`src/rtl/output_layer_accumulator.sv`:
```
// Final fully-connected stage: accumulates 10 signed class scores from a serial
// activation stream, starting from per-class biases, with saturating arithmetic.
module output_layer_accumulator #(
    parameter int NUM_SIZE   = 26,
    parameter int IN_WIDTH   = 8,
    parameter int W_WIDTH    = 8,
    parameter int NUM_INPUTS = 64,
    parameter int CNT_WIDTH  = 7
) (
    input  logic                    clk,
    input  logic                    GlobalReset,
    input  logic                    Start,
    input  logic [NUM_SIZE*10-1:0]  Bias,
    input  logic                    InValid,
    output logic                    InReady,
    input  logic [IN_WIDTH-1:0]     Act,
    input  logic [W_WIDTH*10-1:0]   Weights,
    output logic [NUM_SIZE*10-1:0]  Num,
    output logic                    OutValid,
    input  logic                    OutAck,
    output logic                    Busy
);
    localparam int LANES   = 10;
    localparam int P_WIDTH = IN_WIDTH + W_WIDTH;

    typedef enum logic [1:0] {
        IDLE,
        ACCUM,
        DONE
    } state_t;

    state_t                state, state_nxt;
    logic [CNT_WIDTH-1:0]  cnt;
    logic [NUM_SIZE-1:0]   acc     [LANES];
    logic [NUM_SIZE-1:0]   acc_sat [LANES];
    logic [P_WIDTH-1:0]    prod    [LANES];
    logic [NUM_SIZE:0]     sum     [LANES];
    logic                  accept;
    logic                  last;

    assign accept = InValid && (state == ACCUM);
    assign last   = (cnt == CNT_WIDTH'(NUM_INPUTS - 1));

    always_comb begin
        state_nxt = state;
        InReady   = 1'b0;
        OutValid  = 1'b0;
        Busy      = 1'b0;
        unique case (state)
            IDLE: begin
                if (Start) state_nxt = ACCUM;
            end
            ACCUM: begin
                InReady = 1'b1;
                Busy    = 1'b1;
                if (InValid && last) state_nxt = DONE;
            end
            DONE: begin
                OutValid = 1'b1;
                Busy     = 1'b1;
                if (OutAck) state_nxt = IDLE;
            end
            default: state_nxt = IDLE;
        endcase
    end

    // One guard bit above the score width detects overflow of each lane add.
    always_comb begin
        for (int unsigned k = 0; k < LANES; k++) begin
            prod[k] = P_WIDTH'($signed(Act)) * P_WIDTH'($signed(Weights[W_WIDTH*k +: W_WIDTH]));
            sum[k]  = {acc[k][NUM_SIZE-1], acc[k]}
                    + {{(NUM_SIZE+1-P_WIDTH){prod[k][P_WIDTH-1]}}, prod[k]};
            if (sum[k][NUM_SIZE] != sum[k][NUM_SIZE-1])
                acc_sat[k] = sum[k][NUM_SIZE] ? {1'b1, {(NUM_SIZE-1){1'b0}}}
                                              : {1'b0, {(NUM_SIZE-1){1'b1}}};
            else
                acc_sat[k] = sum[k][NUM_SIZE-1:0];
        end
    end

    always_ff @(posedge clk) begin
        if (GlobalReset) begin
            state <= IDLE;
            cnt   <= '0;
            for (int unsigned k = 0; k < LANES; k++) acc[k] <= '0;
        end else begin
            state <= state_nxt;
            if (state == IDLE && Start) begin
                cnt <= '0;
                for (int unsigned k = 0; k < LANES; k++)
                    acc[k] <= Bias[NUM_SIZE*k +: NUM_SIZE];
            end else if (accept) begin
                cnt <= cnt + CNT_WIDTH'(1);
                for (int unsigned k = 0; k < LANES; k++) acc[k] <= acc_sat[k];
            end
        end
    end

    always_comb begin
        for (int unsigned k = 0; k < LANES; k++) Num[NUM_SIZE*k +: NUM_SIZE] = acc[k];
    end

endmodule

```
`config.mk`:
```
export PLATFORM = sky130hd
export DESIGN_NAME = output_layer_accumulator
export DESIGN_NICKNAME = d
export VERILOG_FILES = /design/src/rtl/output_layer_accumulator.sv
export SDC_FILE = /design/constraint.sdc
export NUM_CORES = 2
export LEC_CHECK = 0
export BUFFER_PORTS_ARGS = -buffer_cell sky130_fd_sc_hd__buf_2
export CAP_MARGIN = 30
export CELL_PAD_IN_SITES_DETAIL_PLACEMENT = 2
export CELL_PAD_IN_SITES_GLOBAL_PLACEMENT = 2
export CORE_MARGIN = 3
export CORE_UTILIZATION = 40
export DETAILED_ROUTE_END_ITERATION = 8
export PLACE_DENSITY_LB_ADDON = 0.1
export SLEW_MARGIN = 25
export SYNTH_ARGS = -nofsm -noshare
export SYNTH_HDL_FRONTEND = slang
export SYNTH_SLANG_ARGS = --single-unit
```
`constraint.sdc`:
```
create_clock -name clk -period 10.9 [get_ports clk]
set_clock_uncertainty 0.05 [all_clocks]
set_input_delay 1.09 -clock clk [delete_from_list [all_inputs] [get_ports clk]]
set_output_delay 1.09 -clock clk [all_outputs]
set_load 0.02 [all_outputs]
```
==> run summary <==
status = finished clean
min cycle time layout = 8.408 ns
DR vias/cell = 5.378
first-pass GRT wire length = 314400 um
crit start category = primary input
antenna violations before repair = 42
CTS tree = built
CTS buffer count = 41
DPL Wire Length = 166600 um
post-CTS setup buffers = 0
Syn Inst Count = 5641
async set-reset flop share out of synthesis = 0%
RSZ-0062 raised after global routing = no
Setup violations, final = 0
via count = 43780
CP endpoint kind = flop
Synth Area in Adders = 53.33%
nets = 8308
Core Footprint = 143800 um2
GP Congestion = 0.8496
Worst EP arrival = 8.84 ns
post-synthesis mux area share = 0.06892%
initial DRC count = 1895
Overall Global Routing Usage = 27.05%
share of the synthesized area in compound gates (AO/OA/AOI/OAI) = 11.12%
DIE AREA = 149800 um2
kind of critical path = in2reg
count leader, synth = fa_1
Worst-path clk slew = 0.06 ns
CTS sink cnt = 269
Main synth FF type = edfxtp_1
Die Wd = 387.1 um
final hold viol count = 0
distinct cell type count of the synthesized netlist = 81
Hold WC Path Type = reg2reg
Port Buffers = 615
post-placement cell count = 8046
Cell Rows = 139
Pre-antenna DRT Iters = 5
most common library cells after synthesis = fa_1 (1160), inv_1 (1038), ha_1 (605)
register area share after synthesis = 13.75%
Root Driver = clkbuf_16
largest family of logic cells by synthesized area = adder cells
Final period util = 77.14%
slew of the pin with the lowest slew margin = 0.9731 ns
most used routing layer = met2
pin count of the biggest net entering global routing = 95
hold path startpoint = cnt[1]$_SDFFE_PP0P_
Max-cap violations = 0
M1 GR Usage = 35.25%
largest fanout on the critical path = 33
Max Buffers Root-to-Sink = 3
R2R Setup Slk = 4.01 ns
CTS HTree Levels = 2
CP startpoint = Act[7]
cts hold-fix bufs = 0
CP Data Required Time = 11.33 ns
ANT nets after route = 0
Synth top area share = 39.98%
post-route insts no fill = 8140
clock latency on the worst-skew pair = 0.65 ns
area leader, netlist = fa_1
Reg-to-Reg Start = acc[8][4]$_SDFFCE_PN0P_
proportion of layout cells with a drive suffix above 1 = 12.41%
Boundary Pins = 616
final wirelength = 199700 um
Relative slew margins = 34.84%
met3 usage = 3.395%
Post-Synth Simple-Gate Area = 9.893%
Pins Over Slew Limit = 0
Initial Util = 40.39%
Synthesized Nets = 7759
Ys Warns = 0
final hold slack = 0.4523 ns
# DRC = 0
post-CTS sizing = 0
Post-Syn Area = 58090 um2
die height = 387.1 um
setup TNS = 0 ns
number of global-route vias before repair = 52030
Yosys reg bits = 269
fmax = 118.9 MHz
Post-synth EDFFs = 260
GRT overflow = 0
synthesized area per cell = 10.30 um2
Routed WL per cell = 24.53 um
Area contributors post-synth = fa_1 (40%), edfxtp_1 (13%), ha_1 (13%), inv_1 (6.7%), and2_1 (3.6%)
area grow syn2layout = 11.58%
XOR/XNOR share of the synthesized area = 3.901%
met2 usage = 47.36%
## cell type report
type,instances,area (um2)
well taps,1903,2381
inverters,1048,3934
fillers,15280,79010
flip-flops and latches,269,7988
clock buffers,47,1070
repair buffers,675,3611
clock inverters,26,226.5
multi-input cells,4155,45570
diodes,17,42.54
## layout by cell type, fill, tap and decap left out, drive strengths merged, types with 17 or more instances in the layout
master and n:
o21ai 212, diode 17, nand2b 34, clkbuf 48, a211oi 38, maj3 19, xnor2 157, edfxtp 260
and2 332, nor2b 17, a221o 99, clkinv 29, o211ai 59, nor3 37, and3 32, o21bai 43
a21oi 196, xor2 97, inv 1039, fa 1160, a31oi 17, nand3 52, o21a 32, a21o 108
nand2 439, ha 605, buf 674, nor2 178, a32oi 32
## flip-flops by register name, indices dropped and copies added (netlist names)
register and count:
acc 260, cnt 7, state 2
## critical path: stages
cell      delay, ns
buf_4          0.44
buf_4          0.46
nand2_1        0.23
fa_1           0.66
fa_1           0.89
inv_1          0.34
fa_1           0.58
fa_1           0.43
ha_1           0.31
ha_1           0.41
nand2_1        0.10
o21ai_0        0.30
nor2_1         0.12
a211oi_1       0.59
nand2b_1       0.25
o211a_1        0.23
and3_1         0.36
and2_1         0.71
a221o_1        0.24
## metrics by stage
step	setup WS, ns	utilization (%)	cell area, um2
5_1_grt	2.094	45.05	64800
6_report	2.492	45.07	64820
3_5_place_dp	1.867	44.09	63410
3_3_place_gp	2.117	44.05	63350
4_1_cts	2.555	44.99	64700
2_1_floorplan	3.252	-	58090
## kinds of logic after synthesis
family / count (synthesis)
adders and majority gates: 1784
buffers and inverters: 1217
and+or+nand+nor: 1173
AOI/OAI and AO/OA: 940
DFF: 269
xor gates and xnor gates: 254
muxes: 4
## path summary, 6_finish.rpt
check | cells after the start | end
worst max-delay path | 19 | acc[9][17]$_DFFE_PP_
worst min-delay path | 2 | cnt[1]$_SDFFE_PP0P_
worst max register to register | 21 | acc[8][24]$_SDFFCE_PN0P_
worst min register to register | 2 | cnt[1]$_SDFFE_PP0P_
## metal layers
metal	vias up	wire length (um)
met4	8	5729
met3	227	8165
met1	23210	85650
li1	19490	-
met5	-	54
met2	839	100100
Power is not shown: default switching activity piles up to over one toggle a cycle in this logic, so the estimate is an artifact.
